$ cat config.mk
export PLATFORM = sky130hd
export DESIGN_NAME = msrv_32_pc_sel_ctrl
export DESIGN_NICKNAME = d
export VERILOG_FILES = /design/src/rtl/msrv_32_pc_sel_ctrl.sv
export SDC_FILE = /design/constraint.sdc
export NUM_CORES = 1
export LEC_CHECK = 0
export BUFFER_PORTS_ARGS = -buffer_cell sky130_fd_sc_hd__buf_2
export CAP_MARGIN = 20
export CORE_AREA = 2 2 39 41
export CTS_CLUSTER_SIZE = 16
export DETAILED_ROUTE_END_ITERATION = 7
export DIE_AREA = 0 0 41 43
export PLACE_DENSITY = 0.67
export SLEW_MARGIN = 10
export SYNTH_ARGS = -nofsm -noshare
export SYNTH_HDL_FRONTEND = slang
export SYNTH_SLANG_ARGS = --single-unit
$ cat constraint.sdc
create_clock -name clk_in -period 2.7 [get_ports clk_in]
set_clock_uncertainty 0.2 [all_clocks]
set_input_delay 0 -clock clk_in [delete_from_list [all_inputs] [get_ports clk_in]]
set_output_delay 0 -clock clk_in [all_outputs]
set_load 0.02 [all_outputs]
$ cat src/rtl/msrv_32_pc_sel_ctrl.sv
// PC select sequencing controller: boot delay, trap/MRET redirects, misaligned-target trap requests.
// Latency: an event pulse in RUN moves pc_src on the next edge; the PC loads on the first ready cycle after that.
// Backpressure: ahb_ready_in low holds pc_src and blocks handshakes; trap/MRET events arriving meanwhile stay pending.
module msrv_32_pc_sel_ctrl #(
  parameter int unsigned BOOT_WAIT = 4
) (
  input  logic       clk_in,
  input  logic       rst_in,
  input  logic       ahb_ready_in,
  input  logic       trap_req_in,
  input  logic       mret_req_in,
  input  logic       misaligned_instr_in,
  output logic [1:0] pc_src_out,
  output logic       pc_we_out,
  output logic       flush_out,
  output logic       misaligned_trap_out,
  output logic       busy_out
);

  typedef enum logic [2:0] {
    S_WAIT = 3'd0,
    S_BOOT = 3'd1,
    S_RUN  = 3'd2,
    S_TRAP = 3'd3,
    S_RET  = 3'd4
  } state_t;

  localparam logic [3:0] WAIT_LAST = 4'(BOOT_WAIT - 1);

  state_t     state;
  state_t     state_nxt;
  logic [3:0] wait_cnt;
  logic       pend_trap;
  logic       pend_mret;
  logic       pend_trap_nxt;
  logic       pend_mret_nxt;
  logic       take_trap;
  logic       take_mret;
  logic       any_event;

  // Event arbitration in RUN, pending-flag update and next-state selection
  always_comb begin
    take_trap     = (state == S_RUN) && (trap_req_in || pend_trap);
    take_mret     = (state == S_RUN) && !take_trap && (mret_req_in || pend_mret);
    // A completed redirect retires its pending flag; a new pulse that is not taken right away is kept
    pend_trap_nxt = (pend_trap && !((state == S_TRAP) && ahb_ready_in)) || (trap_req_in && !take_trap);
    pend_mret_nxt = (pend_mret && !((state == S_RET) && ahb_ready_in)) || (mret_req_in && !take_mret);
    state_nxt     = state;
    case (state)
      S_WAIT: if (wait_cnt == WAIT_LAST) state_nxt = S_BOOT;
      S_RUN: begin
        if (take_trap)      state_nxt = S_TRAP;
        else if (take_mret) state_nxt = S_RET;
      end
      S_BOOT, S_TRAP, S_RET: begin
        // Chain straight into the next queued redirect so nothing is fetched from a stale PC
        if (ahb_ready_in) begin
          if (pend_trap_nxt)      state_nxt = S_TRAP;
          else if (pend_mret_nxt) state_nxt = S_RET;
          else                    state_nxt = S_RUN;
        end
      end
      default: state_nxt = S_WAIT;
    endcase
  end

  // State, boot counter and pending flags; reset aborts any redirect and drops queued events
  always_ff @(posedge clk_in) begin
    if (rst_in) begin
      state     <= S_WAIT;
      wait_cnt  <= 4'd0;
      pend_trap <= 1'b0;
      pend_mret <= 1'b0;
    end else begin
      state     <= state_nxt;
      pend_trap <= pend_trap_nxt;
      pend_mret <= pend_mret_nxt;
      if (state == S_WAIT && wait_cnt != WAIT_LAST) wait_cnt <= wait_cnt + 4'd1;
      else                                          wait_cnt <= 4'd0;
    end
  end

  // Output decode: pc_src from registered state only, handshake strobes qualified by bus ready
  always_comb begin
    any_event           = trap_req_in || mret_req_in || pend_trap || pend_mret;
    pc_src_out          = 2'b00;
    pc_we_out           = 1'b0;
    flush_out           = 1'b0;
    misaligned_trap_out = 1'b0;
    busy_out            = 1'b1;
    case (state)
      S_WAIT: pc_src_out = 2'b00;
      S_BOOT: begin
        pc_src_out = 2'b00;
        pc_we_out  = ahb_ready_in;
      end
      S_RUN: begin
        pc_src_out          = 2'b11;
        busy_out            = 1'b0;
        // Misaligned target only matters when no redirect is about to replace the PC
        misaligned_trap_out = misaligned_instr_in && ahb_ready_in && !any_event;
        pc_we_out           = ahb_ready_in && !misaligned_trap_out;
      end
      S_TRAP: begin
        pc_src_out = 2'b10;
        pc_we_out  = ahb_ready_in;
        flush_out  = ahb_ready_in;
      end
      S_RET: begin
        pc_src_out = 2'b01;
        pc_we_out  = ahb_ready_in;
        flush_out  = ahb_ready_in;
      end
      default: pc_src_out = 2'b00;
    endcase
  end

endmodule
# After elaboration in Yosys (flattened, before gate mapping)
# Cells that the tools add are included.
# Widths: inputs -> output; s select.
# totals
latch_bits	0
ram_bits	0
mem_bits_ro	0
memories	0
reg_bits	9
out_inout_bits	6
# classes
n_shift	0
n_eq_ne	9
n_addsub	1
n_bitwise	1
div_mod_pow	0
mux	12
n_mul	0
n_lt_le_gt_ge	0
n_reduce_logical	31
# op_table
op	n
$mux 3	6
$logic_and 1x1->1	13
$pmux 3 s3	1
$logic_or 1x1->1	7
$eq 3x2->1 const B	2
$logic_not 1->1	6
$pmux 2 s3	1
$add 4x1->4 const B	1
$eq 4x2->1 const B	1
$ne 4x2->1 const B	1
$reduce_or 2->1	2
$eq 3x1->1 const B	1
$eq 3x3->1 const B	1
$logic_not 3->1	1
$mux 1	3
$ne 3x3->1 const B	1
$reduce_and 3->1	1
$reduce_or 3->1	1
$ne 2x1->1 const B	1
$ne 2x2->1 const B	1
$pmux 1 s2	1
$not 1->1	1

# Longest topological paths before layout
# Gate-level depths: netlist (run 1).
# logic_depth
depth_word	12
mapped_depth	6
depth_no_buf	5

# Least setup slack after synthesis (run 1)
# OpenSTA, ideal clock, no wires.
# synth_timing
path_kind	reg-to-reg
start	register state[1]
end	register state[1]
t_arrival_ns	1.395
path_buffers	1
path_stages_with_launch	6
path_slack_ns	0.988
setup_ns	0.117
path_cell_list	dfxtp_1 -> buf_6 -> and2b_1 -> a211oi_1 -> or3_1 -> a32o_1
# synth_between
elab_chain_cells	12
# synth_rtl
element	line_no	text
start: declaration	30	state_t state;
start signal: assignment	75	state <= state_nxt;
$eq 3x2->1	43, 44, 49	
$logic_and 1x1->1	43	take_trap = (state == S_RUN) && (trap_req_in || pend_trap);
$logic_not 1->1	44, 46	
$logic_and 1x1->1 (2 in series)	44	take_mret = (state == S_RUN) && !take_trap && (mret_req_in || pend_mret);
$logic_not 1->1	47	pend_mret_nxt = (pend_mret && !((state == S_RET) && ahb_ready_in)) || (mret_req_in && !take_mret);
$logic_and 1x1->1	47	
$logic_or 1x1->1	47	
$mux 3	59	else if (pend_mret_nxt) state_nxt = S_RET;
$mux 3	58	if (pend_trap_nxt) state_nxt = S_TRAP;
$mux 3	57	if (ahb_ready_in) begin
$pmux 3 s3	49	case (state)
# Several ways; a longest one is shown, not always the timed one. The select of a mux whose other input is x is not followed.
# A chain may end at the register's enable or synchronous reset.

# Final worst setup path (run 1)
# layout_timing
start	register state[1]
end	register pend_mret
# layout_between
elab_chain_cells	8
# layout_rtl
element	line_no	text
$eq 3x2->1	43, 44	
$logic_and 1x1->1	43	
$logic_not 1->1	44	
$logic_and 1x1->1 (2 in series)	44	
$logic_not 1->1	47	
$logic_and 1x1->1	47	
$logic_or 1x1->1 (*)	47	
end signal: assignment	77	pend_mret <= pend_mret_nxt;
end: declaration	34	logic pend_mret;
# Mark *: on every way between the ends. The rest lies on a longest branch, timed or not.

==> results.md, run 1 <==
- Status: finished, final reports clean
- First-pass GRT wire length: around 2 mm
- Final Hold Viols: 0
- Yosys warns: 0
- GRT overflow: 0
- Crit. path cell count: 5
- Final nets: 93
- Fmax: about 500 MHz
- Ports: 12
- Crit path buf inv count: 1
- Reg2reg end: pend_mret$_SDFF_PP0_
- Final setup fails: 0
- Initial antenna violation count: 0
- CORE AREA: 1380 um2
- Residual DRC: 0
- Critical register-to-register path startpoint: state[1]$_SDFFE_PP0P_
- Yosys cell types: 37
- Clock slew at reported path FFs: approximately 60 ps
- Hold path start: mret_req_in
- Commonest non-fill, non-tap cell in the layout: buf_2
- Clock latency on the worst-skew pair: ~260 ps
- Ant diodes: 0
- Kind of critical path: register to register
- Gp weighted congestion: between 0.7 and 0.8
- Slew headroom: 72.5%
- Crit-path max cell delay: roughly 540 ps
- Max-slew violations: 0
- Hold Slack: around 81 ps
- Die Wd: roughly 41 um
- Vias/cell: ~5.4
- Commonest non-fill, non-tap cells in the layout: buf_2, nor2_1, dfxtp_1
- RSZ-0062 raised after global routing: false
- Reg2reg path depth: 5
- CP Cell Sequence: nor3b_1 > nand2_1 > nand2_1 > a21oi_1 > dlygate4sd3_1
- Die Y: around 43 um
- Required @ worst endpoint: around 2700 ps
- Die ar.: between 1500 and 2000 um2
- Lkg Pwr: roughly 0.3 nW
- Hold Path Stages: 4
- Critical-path top delay cell: dlygate4sd3_1
- Fin Setup TNS: 0 ps
- Mapped Area: between 500 and 600 um2
- DR iter-0 viols: 13
- Hold worst-path end: state[2]$_SDFFE_PP0P_
- Total track usage: ~17%
- Total CTS buffers: 3
- Number of global-route vias before repair: 460
- Share of cells above drive strength 1: a little over a fifth
- Initial Utilization: approximately 43%
- Crit path arrival time: a little under 2000 ps
- Pwr Density: 596 nW/um2
- Dpl hpwl: 855 um
- TritonCTS clock tree: built
- PortBufs: 11
- Max FO, Critical Path: 11
- Top cell by count, worst path: nand2_1
- Via count: between 500 and 600
- Clk buf depth: 2
- Area after DPL: 643 um2
- Seq cells post-synth: 9
- Synthesized area per cell: around 8.5 um2
- Cell count after synthesis: 70
- Post-CTS Setup Repair Bufs: 0
- Detailed Routing Iterations Pass 1: 4
- Hold Path Class: primary input to register
- Wire length per cell: 11.8 um
- Clk sinks: 9
- Tmin final: approximately 2000 ps
- Design Area, Final: approximately 700 um2
- Root buf cell: clkbuf_4
- Critical path's top delay family: simple AND/OR/NAND/NOR gates
- H-tree Lvls: 1
- DRT Wirelength: 1.19 mm
- R2R setup slack: between 600 and 700 ps
- Site row count: 14
- Routed Antenna Nets: 0
- Worst-Margin Slew: 410 ps
- Post-Syn Nets: 77
- Max Cap Viol: 0
- Seq/Total Area, Yosys: between 30% and 40%
- Largest net degree at the start of global routing: 14
- Area grow syn2layout: 16.9%
- VDD IR-drop max: 0.345 mV
- Worst setup startpoint: state[1]$_SDFFE_PP0P_
- Startpoint types: register
- Fin crit share: around three quarters
- Crit path capture type: register
-- kinds of logic (layout without fill, tap and decap cells) --
family / Yosys count / count (layout) / synth area share [%]
and+or+nand+nor: 33 / 33 / 34.3
AOI/OAI and AO/OA: 19 / 19 / 22.8
DFF: 9 / 9 / 30.1
buffers and inverters: 5 / 20 / 6.28
xor gates and xnor gates: 3 / 3 / 4.39
adders and majority gates: 1 / 1 / 2.09
-- worst max path at each step --
stage                             to
6_report        pend_mret$_SDFF_PP0_
5_1_grt         pend_mret$_SDFF_PP0_
4_1_cts         pend_mret$_SDFF_PP0_
3_5_place_dp   state[1]$_SDFFE_PP0P_
3_3_place_gp   state[1]$_SDFFE_PP0P_
2_1_floorplan  state[1]$_SDFFE_PP0P_
-- what timing repair did --
action,CTS,global route
hold endpoints to repair,8,0
setup endpoints to repair,0,0
hold buffers,3,0
gates resized for setup,0,0
-- worst min-delay path: cells and delay by family --
kind                   cells  cell delay, ps
AOI/OAI and AO/OA          3             410
buffers and inverters      1             100
-- through the flow --
step,std cells,worst slack [ps],util (%),power [mW]
global placement,94,839,46.5,0.310
detailed placement,94,786,46.5,0.310
floorplan,70,988,-,0.287
global route,101,525,50.5,0.445
CTS,101,696,50.5,0.422
finish,101,688,50.5,0.417
-- routing by layer --
metal | wire, um | GRT usage, %
met5 | 0 | 0
met4 | 18 | 10.0
met3 | 56 | 6.28
met2 | 528 | 21.9
met1 | 588 | 22.7
-- flip-flops by register name, summed over array words and instances, names as in the netlist --
name       flops
pend_mret      1
wait_cnt       4
pend_trap      1
state          3
-- synthesized netlist by cell type, drive strengths merged --
master	count	area share, %
and4	1	1.9
o31a	1	1.5
dfxtp	9	30
a32o	1	1.7
and3b	1	1.5
o31ai	1	1.3
nor4b	1	2.5
and2b	1	1.3
and2	1	1.0
a31oi	1	1.0
nor3b	2	2.5
nor2	10	6.3
nand2b	1	1.0
buf	3	5.0
xnor2	2	2.9
nand3b	1	1.3
a211o	1	1.5
a31o	1	1.5
nand3	2	1.7
a22o	1	1.5
or3b	1	1.9
nor2b	2	2.1
a21oi	3	2.5
o21bai	2	2.5
or3	1	1.0
a21o	1	1.3
xor2	1	1.5
nand4bb	2	3.8
ha	1	2.1
or2	2	2.1
nand2	4	2.5
inv	2	1.3
a211oi	1	1.3
o21ai	2	1.7
a21boi	3	3.8
-- power breakdown --
part	switching, mW	internal [mW]
clock network	0.0483	0.0570
logic	0.0620	0.0640
registers	0.0289	0.157
-- final cells by class --
| class | count | area, um2 |
|---|---|---|
| inverter | 2 | 7.51 |
| clock buffer | 4 | 26.3 |
| fill | 132 | 684 |
| multi-input combinational | 56 | 380 |
| timing repair buffer | 14 | 85.1 |
| tap | 16 | 20.0 |
| sequential | 9 | 180 |
Note: power is estimated with default switching activity, not from simulation.
==> run 2: changes to the inputs <==
==> constraint.sdc (replaced) <==
create_clock -name clk_in -period 2.05 [get_ports clk_in]
set_clock_uncertainty 0.2 [all_clocks]
set_input_delay 0 -clock clk_in [delete_from_list [all_inputs] [get_ports clk_in]]
set_output_delay 0 -clock clk_in [all_outputs]
set_load 0.02 [all_outputs]
==> results.md, run 2 (synthesis gave the netlist of run 1 again) <==
- Startpoint types: primary input
- Final nets: 94 (+1.1%)
- RSZ-0062 raised after global routing: false
- Fin crit share: around 93%
- Ant diodes: 0 (unchanged)
- Critical register-to-register path startpoint: pend_trap$_SDFF_PP0_
- Area grow syn2layout: 19.2%
- FILL cells: 135 (+2.3%)
- Clk buf depth: 2 (unchanged)
- Hold Path Class: primary input to register
- CP Cell Sequence: dlygate4sd3_1 > buf_2 > nor2_1 > nand2_1 > nand2_1 > a21oi_1 > dlygate4sd3_1
- Site row count: 14 (unchanged)
- Ports: 12 (unchanged)
- DR iter-0 viols: 10 (-3)
- VDD IR-drop max: 0.393 mV (+14%)
- PortBufs: 11 (unchanged)
- Required @ worst endpoint: 2000 ps (-650 ps)
- TritonCTS clock tree: built
- Die Y: 43 um (unchanged)
- Lkg Pwr: 0.305 nW (+3.6%)
- Met2 Track Usage GR: 29.4% (+7.5 points)
- Top flop regs: wait_cnt: 4 flops, state: 3 flops
- Kind of critical path: primary input to register
- Commonest non-fill, non-tap cell in the layout: buf_2
- Gp weighted congestion: 0.814 (+2.5%)
- Crit path buf inv count: 3 (+2)
- Critical-path top delay cell: dlygate4sd3_1
- Crit path arrival time: 1860 ps (-100 ps)
- Clk sinks: 9 (unchanged)
- DRT Wirelength: 1.30 mm (+9.0%)
- Commonest non-fill, non-tap cells in the layout: buf_2, nor2_1, dfxtp_1
- Number of global-route vias before repair: 544 (+18%)
- Crit path capture type: register
- Wire length per cell: 12.7 um (+7.9%)
- First-pass GRT wire length: 2.26 mm (+16%)
- Residual DRC: 0 (unchanged)
- Total CTS buffers: 3 (unchanged)
- Die ar.: 1760 um2 (unchanged)
- Most flops, register: wait_cnt
- Critical path's top delay family: buffers and inverters
- Worst-Margin Slew: 408 ps (-1.32 ps)
- Initial Utilization: 43.2% (unchanged)
- Fin Setup TNS: 0 ps (unchanged)
- Routed Antenna Nets: 0 (unchanged)
- Tmin final: 1910 ps
- Fmax: roughly 520 MHz
- Met3 Usage GRT: 4.71% (-1.6 points)
- Initial antenna violation count: 0 (unchanged)
- Via count: 572 (+4.8%)
- GRT overflow: 0 (unchanged)
- Final setup fails: 0 (unchanged)
- Detailed Routing Iterations Pass 1: 4 (unchanged)
- Hold path start: mret_req_in
- Root buf cell: clkbuf_4
- Status: finished, final reports clean
- CORE AREA: 1380 um2 (unchanged)
- H-tree Lvls: 1 (unchanged)
- Vias/cell: 5.61 (+3.7%)
- Dpl hpwl: 937 um (+9.5%)
- Max Cap Viol: 0 (unchanged)
- Total track usage: 19.2% (+2.4 points)
- Busiest grt layer: met2
- Clock slew at reported path FFs: 60 ps (about the same)
- Clock latency on the worst-skew pair: 260 ps (about the same)
- Max reg flops: 4 (unchanged)
- Largest net degree at the start of global routing: 14 (unchanged)
- Met1 GRT Util: 23.5% (+0.83 points)
- Pwr Density: 775 nW/um2 (+30%)
- Power consumption: 0.553 mW (+33%)
- Slew headroom: 72.7% (+0.22 points)
- Crit-path max cell delay: 550 ps (about the same)
- Max-slew violations: 0 (unchanged)
- Die Wd: 41 um (unchanged)
- Worst setup startpoint: trap_req_in
- Final Hold Viols: 0 (unchanged)
- Max FO, Critical Path: 6 (-5)
- Share of cells above drive strength 1: 24.4% (+3.2 points)
- Post-CTS Setup Repair Bufs: 0 (unchanged)
[run 2: worst paths after layout]
check	end	slack, ps	cells past startpoint
max	pend_mret$_SDFF_PP0_	140	7
min	state[2]$_SDFFE_PP0P_	70	4
max reg2reg	pend_mret$_SDFF_PP0_	190	5
min reg2reg	wait_cnt[0]$_SDFF_PP0_	260	1
[run 2: cell type report]
cell class	instances	area (um2)	area share, %
Multi-Input combinational cell	56	385	54.0
Inverter	2	7.51	1.05
Tap cell	16	20.0	2.81
Timing Repair Buffer	15	92.6	13.0
Clock buffer	4	26.3	3.68
Sequential cell	9	181	25.4
[run 2: layer usage]
metal	vias up	part of all wire, %	routed length [um]
met5	-	0	0
met4	0	1.8	24
met3	4	5.3	69
met2	22	48	619
met1	265	45	584
li1	281	-	-
[run 2: what timing repair did]
| action | 4_1_cts | 5_1_grt |
|---|---|---|
| gates resized for setup | 0 | 2 |
| hold buffers | 3 | 0 |
| endpoints found under the hold margin | 8 | 0 |
| setup endpoints to repair | 0 | 1 |
[run 2: power by group]
group / internal [mW] / total (mW) / switching [mW] / leakage [nW]
Combinational: 0.0846 / 0.170 / 0.0855 / 0.216
Sequential: 0.207 / 0.246 / 0.0395 / 0.0743
Clock: 0.0750 / 0.136 / 0.0614 / 0.0150
[run 2: worst reg2reg max path, delay by kind of cell (launching register included)]
kind / cells / cell delay, ps
AOI/OAI and AO/OA: 1 / 60
buffers and inverters: 1 / 550
DFF: 1 / 350
and+or+nand+nor: 3 / 600
[run 2: per-stage QoR]
stage	utilization (%)	hold WS (ps)	worst slack [ps]	instances	cell area, um2
final	51.5	74.7	143	102	713
after floorplan	-	-131	338	70	598
after global routing	51.5	114	48.4	102	713
after CTS	51.1	56.1	48.0	102	707
after detailed placement	47.0	53.4	242	95	651
after global placement	47.0	55.1	279	95	651
